[src/rtl/vend_ctrl.sv]
// Vending controller: coin credit accumulation, priced product selection with a dispense
// handshake, and coin-by-coin change/refund through a return handshake.
module vend_ctrl #(
  parameter int CW         = 5,
  parameter int MAX_CREDIT = 20,
  parameter int PRICE0     = 4,
  parameter int PRICE1     = 3,
  parameter int PRICE2     = 5,
  parameter int PRICE3     = 6,
  parameter int TIMEOUT    = 1000
) (
  input  logic          clk,
  input  logic          rst,
  input  logic          coin_half_i,
  input  logic          coin_one_i,
  input  logic          sel_valid_i,
  input  logic [1:0]    sel_id_i,
  input  logic          cancel_i,
  output logic          vend_req_o,
  output logic [1:0]    vend_id_o,
  input  logic          vend_ack_i,
  output logic          change_req_o,
  output logic          change_one_o,
  input  logic          change_ack_i,
  output logic          coin_reject_o,
  output logic          sel_deny_o,
  output logic [CW-1:0] credit_o
);

  localparam int TW = $clog2(TIMEOUT);
  localparam logic [TW-1:0] TIMER_LAST = TW'(TIMEOUT - 1);
  localparam logic [CW:0]   CEILING    = (CW+1)'(MAX_CREDIT);
  localparam logic [CW-1:0] CREDIT_ZERO = {CW{1'b0}};
  localparam logic [TW-1:0] TIMER_ZERO  = {TW{1'b0}};

  typedef enum logic [1:0] {
    ST_IDLE   = 2'd0,
    ST_CREDIT = 2'd1,
    ST_VEND   = 2'd2,
    ST_CHANGE = 2'd3
  } state_e;

  function automatic logic [CW-1:0] price_of(input logic [1:0] id);
    case (id)
      2'd0:    price_of = CW'(PRICE0);
      2'd1:    price_of = CW'(PRICE1);
      2'd2:    price_of = CW'(PRICE2);
      2'd3:    price_of = CW'(PRICE3);
      default: price_of = CW'(PRICE3);
    endcase
  endfunction

  state_e        state_q, state_d;
  logic [CW-1:0] credit_q, credit_d;
  logic [TW-1:0] timer_q, timer_d;
  logic          vend_req_q, vend_req_d;
  logic [1:0]    vend_id_q, vend_id_d;
  logic          change_req_q, change_req_d;
  logic          change_one_q, change_one_d;
  logic          coin_reject_q, coin_reject_d;
  logic          sel_deny_q, sel_deny_d;

  logic          coin_s;
  logic [1:0]    coin_amt_s;
  logic [CW:0]   sum_s;
  logic          coin_fits_s;
  logic [CW-1:0] price_s;
  logic          afford_s;
  logic          activity_s;
  logic [CW-1:0] ret_amt_s;
  logic          coin_rej_s;
  logic          sel_deny_s;

  // The coin pair encodes its own amount: {one, half} = 2*one + half.
  assign coin_s      = coin_half_i | coin_one_i;
  assign coin_amt_s  = {coin_one_i, coin_half_i};
  assign sum_s       = {1'b0, credit_q} + {{(CW-1){1'b0}}, coin_amt_s};
  assign coin_fits_s = (sum_s <= CEILING);
  assign price_s     = price_of(sel_id_i);
  assign afford_s    = (credit_q >= price_s);
  assign activity_s  = coin_s | sel_valid_i | cancel_i;
  assign ret_amt_s   = change_one_q ? CW'(2) : CW'(1);

  // State register and all registered outputs.
  always_ff @(posedge clk or posedge rst) begin
    if (rst) begin
      state_q       <= ST_IDLE;
      credit_q      <= CREDIT_ZERO;
      timer_q       <= TIMER_ZERO;
      vend_req_q    <= 1'b0;
      vend_id_q     <= 2'd0;
      change_req_q  <= 1'b0;
      change_one_q  <= 1'b0;
      coin_reject_q <= 1'b0;
      sel_deny_q    <= 1'b0;
    end else begin
      state_q       <= state_d;
      credit_q      <= credit_d;
      timer_q       <= timer_d;
      vend_req_q    <= vend_req_d;
      vend_id_q     <= vend_id_d;
      change_req_q  <= change_req_d;
      change_one_q  <= change_one_d;
      coin_reject_q <= coin_reject_d;
      sel_deny_q    <= sel_deny_d;
    end
  end

  // Next state, credit, idle timer and the refuse decisions for this cycle's inputs.
  always_comb begin
    state_d    = state_q;
    credit_d   = credit_q;
    timer_d    = TIMER_ZERO;
    coin_rej_s = 1'b0;
    sel_deny_s = 1'b0;
    case (state_q)
      ST_IDLE: begin
        sel_deny_s = sel_valid_i;
        if (coin_s) begin
          credit_d = sum_s[CW-1:0];
          state_d  = ST_CREDIT;
        end else begin
          credit_d = CREDIT_ZERO;
        end
      end
      ST_CREDIT: begin
        if (cancel_i) begin
          coin_rej_s = coin_s;
          state_d    = ST_CHANGE;
        end else if (sel_valid_i && afford_s) begin
          coin_rej_s = coin_s;
          credit_d   = credit_q - price_s;
          state_d    = ST_VEND;
        end else begin
          sel_deny_s = sel_valid_i;
          if (coin_s && coin_fits_s) begin
            credit_d = sum_s[CW-1:0];
          end else begin
            coin_rej_s = coin_s;
          end
          // Any keypad or coin activity restarts the inactivity refund timer.
          if (activity_s) begin
            timer_d = TIMER_ZERO;
          end else if (timer_q == TIMER_LAST) begin
            state_d = ST_CHANGE;
          end else begin
            timer_d = timer_q + TW'(1);
          end
        end
      end
      ST_VEND: begin
        coin_rej_s = coin_s;
        sel_deny_s = sel_valid_i;
        if (vend_ack_i) begin
          state_d = (credit_q != CREDIT_ZERO) ? ST_CHANGE : ST_IDLE;
        end else begin
          state_d = ST_VEND;
        end
      end
      ST_CHANGE: begin
        coin_rej_s = coin_s;
        if (credit_q == CREDIT_ZERO) begin
          state_d = ST_IDLE;
        end else if (change_req_q && change_ack_i) begin
          if (credit_q <= ret_amt_s) begin
            credit_d = CREDIT_ZERO;
            state_d  = ST_IDLE;
          end else begin
            credit_d = credit_q - ret_amt_s;
          end
        end else begin
          credit_d = credit_q;
        end
      end
      default: begin
        state_d  = ST_IDLE;
        credit_d = CREDIT_ZERO;
      end
    endcase
  end

  // Output values for the next cycle, derived from the upcoming state and credit.
  always_comb begin
    vend_req_d    = (state_d == ST_VEND);
    vend_id_d     = ((state_q == ST_CREDIT) && (state_d == ST_VEND)) ? sel_id_i : vend_id_q;
    // An accepted return drops the request for one cycle before the next coin.
    change_req_d  = (state_d == ST_CHANGE) && (credit_d != CREDIT_ZERO) &&
                    !(change_req_q && change_ack_i);
    change_one_d  = change_req_d && (credit_d >= CW'(2));
    coin_reject_d = coin_rej_s;
    sel_deny_d    = sel_deny_s;
  end

  assign vend_req_o    = vend_req_q;
  assign vend_id_o     = vend_id_q;
  assign change_req_o  = change_req_q;
  assign change_one_o  = change_one_q;
  assign coin_reject_o = coin_reject_q;
  assign sel_deny_o    = sel_deny_q;
  assign credit_o      = credit_q;

endmodule

[config.mk]
export PLATFORM = sky130hd
export DESIGN_NAME = vend_ctrl
export DESIGN_NICKNAME = d
export VERILOG_FILES = /design/src/rtl/vend_ctrl.sv
export SDC_FILE = /design/constraint.sdc
export NUM_CORES = 1
export LEC_CHECK = 0
export ABC_CLOCK_PERIOD_IN_PS = 2490
export BUFFER_PORTS_ARGS = -buffer_cell sky130_fd_sc_hd__buf_2
export CORE_ASPECT_RATIO = 1.1
export CORE_MARGIN = 1
export CORE_UTILIZATION = 47
export DETAILED_ROUTE_END_ITERATION = 7
export PLACE_DENSITY = 0.69
export SKIP_CTS_REPAIR_TIMING = 1
export SYNTH_ARGS = -nofsm -noshare
export SYNTH_HDL_FRONTEND = slang
export SYNTH_SLANG_ARGS = --single-unit
[constraint.sdc]
create_clock -name clk -period 2.49 [get_ports clk]
set_clock_uncertainty 0.15 [all_clocks]
set_input_delay 0.3735 -clock clk [delete_from_list [all_inputs] [get_ports clk]]
set_output_delay 0.3735 -clock clk [all_outputs]
set_load 0.01 [all_outputs]
# ---- Yosys cells after proc, flatten, opt, wreduce, memory -nomap -nowiden
# Cells that the tools add are included.
dict set report word_totals {
  ff_bits 24
  output_inout_bits 12
  elab_cells 77
}
dict set report classes {
  n_mux 33
  eq_ne 9
  addsub 4
  bitwise 3
  n_lt_le_gt_ge 4
  n_reduce_logical 15
}
# cell count
set ops {}
lappend ops {{10-bit two-way mux} 5}
lappend ops {{5-bit two-way mux} 7}
lappend ops {{2-bit two-way mux} 11}
lappend ops {{5-bit case mux with 4 select lines} 1}
lappend ops {{5-bit case mux with 3 select lines} 1}
lappend ops {{2-bit == test, second input constant} 6}
lappend ops {{10-bit by 1-bit adder with 10-bit output, second input constant} 1}
lappend ops {{10-bit == test, second input constant} 1}
lappend ops {{5-bit nonzero test} 2}
lappend ops {{2-bit case mux with 4 select lines} 1}
lappend ops {{1-bit logical AND} 7}
lappend ops {{5-bit by 2-bit adder with 6-bit output} 1}
lappend ops {{6-bit by 5-bit <= comparator with 1-bit output, second input constant} 1}
lappend ops {{5-bit by 2-bit >= comparator with 1-bit output, second input constant} 1}
lappend ops {{5-bit >= comparator} 1}
lappend ops {{5-bit by 2-bit <= comparator with 1-bit output} 1}
lappend ops {{5-bit zero test} 1}
lappend ops {{1-bit two-way mux} 5}
lappend ops {{5-bit by 2-bit subtractor with 5-bit output} 1}
lappend ops {{5-bit subtractor} 1}
lappend ops {{2-bit by 1-bit == test with 1-bit output, second input constant} 2}
lappend ops {{2-bit zero test} 2}
lappend ops {{1-bit case mux with 2 select lines} 2}
lappend ops {{2-bit OR reduction} 2}
lappend ops {{2 further kinds} 4}

# ---- Longest topological paths before layout
dict set report depth {
  ltp_word 11
  mapped_depth 12
  ltp_nobuf 12
}

# ---- Worst setup path after synthesis
# OpenSTA, ideal clock, no wires.
dict set report synth_path {
  path_kind {register to register}
  start {register credit_q[0] (netlist: credit_o[0])}
  end {register change_req_q (netlist: change_req_o)}
  slack_ps -309
  t_arrival_ps 2568
  path_stages_with_launch 10
  required_time_ps 2258
  path_buffers 0
  synth_period_minus_slack_ps 2799
  setup_time_ps 82
  cell_sequence {dfrtp_1 > ha_1 > fa_1 > nor2_1 > or3_1 > a31o_1 > a311oi_2 > nor3_1 > a221o_1 > a31oi_1}
}
dict set report synth_via {
  elab_chain_len 10
  elab_cells_between_ends 30
}
# element line_no
set synth_rtl {}
lappend synth_rtl {{from (decl)} 54} ;# logic [CW-1:0] credit_q, credit_d;
lappend synth_rtl {{from (signal assigned)} 98} ;# credit_q <= credit_d;
lappend synth_rtl {{5-bit by 2-bit adder with 6-bit output} 77} ;# assign sum_s = {1'b0, credit_q} + {{(CW-1){1'b0}}, coin_amt_s};
lappend synth_rtl {{6-bit by 5-bit <= comparator with 1-bit output} 78} ;# assign coin_fits_s = (sum_s <= CEILING);
lappend synth_rtl {{1-bit logical AND} 136} ;# if (coin_s && coin_fits_s) begin
lappend synth_rtl {{5-bit two-way mux} 136}
lappend synth_rtl {{5-bit two-way mux} 130} ;# end else if (sel_valid_i && afford_s) begin
lappend synth_rtl {{5-bit two-way mux} 127} ;# if (cancel_i) begin
lappend synth_rtl {{5-bit case mux with 3 select lines} 116} ;# case (state_q)
lappend synth_rtl {{5-bit nonzero test} 187} ;# change_req_d = (state_d == ST_CHANGE) && (credit_d != CREDIT_ZERO) &&
lappend synth_rtl {{1-bit logical AND (*) (2 in series)} 187}
lappend synth_rtl {{via change_req_d} 58} ;# logic change_req_q, change_req_d;
lappend synth_rtl {{to (signal assigned)} 102} ;# change_req_q <= change_req_d;
lappend synth_rtl {{to (decl)} 58}
# Mark *: on every way through the listed nets, which the timed path passes. The rest lies on a longest branch.
# A chain may end at the register's enable or synchronous reset.

# ---- Worst setup path in the final report
# Same ends and word-level chain as after synthesis.

==> results.yml <==
floorplan:
  die-area_sq_mm: 0.00458
  core_area_sq_mm: 0.00405
  io_pins: 22
  initial_core_util_pct: 50.0
  num_rows: 24
  fp.dieH_um: 70.9
  die_w_um: 64.6
worst_setup_path:
  start_kind: "register"
  end_kind: "register"
  critPathMaxFanout: 3
  path_class: "reg2reg"
  crit_arrival_ps: 2860
  crit_required_ps: 2520
global_routing:
  grt_max_degree: 25
  grt.overflow.total: 0
  grt_pass1_vias: 2059
  grt_pass1_wl_mm: 9.67
  grt_usage_pct: 27.3
  antenna_found_initial: 0
yosys:
  yosysSeqAreaShare_pct: 29.6
  synth_top_area_share_pct: 29.6
  synthDistinctLibCells: 59
  yosys.cell_count.top_type: "nor2_1"
  ys_seq_elements: 24
  synth_compound_area_share_pct: 23.9
  synthSimpleGateAreaFrac_pct: 23.8
  ys.flop_type: "dfrtp_1"
  synth_area_leaders: "dfrtp_1, ha_1, nor2_1, nand2_1, fa_1"
  synth_area_sq_mm: 0.00203
  synthMuxAreaShare_pct: 2.72
  syn_avg_cell_area_sq_um: 8.55
  async_reset_ff_share_pct: 100
  synth_top_family_by_area: "compound AO/OA/AOI/OAI gates"
  syn_nets: 261
  yosysTopAreaCell: "dfrtp_1"
  syn_inst: 237
  synth_commonest_cells: "nor2_1, dfrtp_1, nand2_1"
  synth_xor_area_share_pct: 4.69
  synth_edf_count: 0
  synth_warnings: 0
  synthAdderAreaFrac_pct: 9.75
clock_network:
  numCtsBuffers: 3
  root_buffer: "clkbuf_8"
  cts_buffer_depth: 2
  clk_latency_ps: 270
  cts_tree: "yes"
  clkTransAtPathRegs_ps: 90
  htree_levels: 1
  clock_sinks: 24
placed_design:
  io_buffer_count: 21
  dp_slack_ps: -450
  dp_hpwl_mm: 4.70
  place_area_sq_mm: 0.00258
  gp_congestion: 0.946
  placed_cells: 348
timing:
  worst_slack_ps: -341
  setup_viol: 8
  max_clock_freq_mhz: 353
  tightest_slew_ps: 674
  finalCritPeriodShare_pct: 114
  whs_ps: -20.7
  timing.final.hold_violations: 22
  rsz0062_at_grt: "true"
  maxSlewViolCount: 0
  period_needed_ps: 2830
  slew-limit-headroom_pct: 54.8
final_layout:
  final_cells: 354
  fin_nets: 327
  fin_area_sq_mm: 0.00276
  regArea_sq_um: 603
  area.growth.synth_to_final_pct: 36.3
  diodes: 0
  final_util_pct: 68.1
  multi_input_comb_area_sq_mm: 0.00149
  fillers: 337
  drive_gt1_share_pct: 39.1
run:
  drv_cap: 0
route:
  vias: 2106
  viasPerCell: 5.95
  drt_iter0_markers: 134
  totalWireLength_mm: 6.10
  drcViolationCount: 0
  ant_nets: 0
  wl_per_cell_um: 17.2
  drtPass1Iterations: 5
power_and_ir_drop:
  power.leakage_uw: 0.00120
  ir_drop_mv: 0.486
  powerDensity_mw_per_mm2: 1190
status:
  status: "finished, violations left"
  violations: "negative hold slack, negative setup slack"
worst_hold_path:
  hold_path.class: "in2async"
## layout make-up
type                            count  share of cell area (%)
Timing Repair Buffer               71                    17.5
Clock buffer                        4                    1.99
Inverter                           17                    2.40
Multi-Input combinational cell    186                    53.9
Tap cell                           52                    2.36
Sequential cell                    24                    21.8
## through the flow
step	setup TNS [ps]	total power, uW
final	-1470	3280
after global routing	-2170	3490
after CTS	-1850	3040
after detailed placement	-3240	2760
after global placement	-2670	2740
after floorplan	-463	1880
## worst paths after layout
kind                              from  cells past startpoint  slack, ps      endpoint
max                        credit_o[0]                      9       -340  change_req_o
min                                rst                      3        -20    timer_q[9]
max reg2reg                credit_o[0]                      9       -340  change_req_o
min reg2reg                 timer_q[0]                      1        310    timer_q[0]
max in group asynchronous          rst                      3       1940   credit_o[0]
min in group clk           sel_id_i[1]                      2        250  vend_id_o[1]
## cell families (layout without fill, tap and decap cells)
| family | count (synthesis) | after routing |
|---|---|---|
| AO/OA/AOI/OAI | 61 | 61 |
| XOR/XNOR | 10 | 10 |
| adder cells (fa/ha/maj) | 14 | 14 |
| buffers and inverters | 27 | 92 |
| flip-flops | 24 | 24 |
| multiplexers | 5 | 5 |
| AND/OR/NAND/NOR | 96 | 96 |
## critical path, stage by stage, from the launching register on
cell and delay, ps:
dfrtp_2 460, ha_4 180, fa_1 500, nor2_1 60, or3_1 300, a31o_1 250
a311oi_2 250, nor3_1 110, a221o_1 350, a31oi_1 150
## power by group
part / total [uW] / internal [uW] / leakage, uW / switching [uW]
clock: 266 / 141 / 0.0000288 / 125
combinational: 2400 / 1140 / 0.000855 / 1260
sequential: 619 / 496 / 0.000311 / 123
total: 3280 / 1770 / 0.00120 / 1510
## cells in the final DEF, fill, tap and decap left out, types with 6 or more instances in the layout
| master | n |
|---|---|
| nor2_1 | 28 |
| nand2_1 | 19 |
| inv_1 | 13 |
| dfrtp_1 | 22 |
| buf_4 | 49 |
| ha_1 | 7 |
| a21oi_1 | 10 |
| nor3_1 | 6 |
| nand3_1 | 9 |
| buf_2 | 21 |
## sequential cells by signal (all words and copies together) (netlist names)
name and cells:
change_req_o 1, vend_id_o 2, credit_o 5, coin_reject_o 1, state_q 2, vend_req_o 1
sel_deny_o 1, change_one_o 1, timer_q 10
## metal layers
metal | global-route usage [%] | vias to the layer above | wire length, um | share of wire (%)
li1 | - | 1001 | - | -
met1 | 35.6 | 994 | 2570 | 42
met2 | 46.0 | 94 | 3030 | 50
met3 | 3.71 | 17 | 323 | 5.3
met4 | 9.63 | 0 | 180 | 2.9
met5 | 0 | - | 0 | 0
Power figures use the tool's default switching activity.
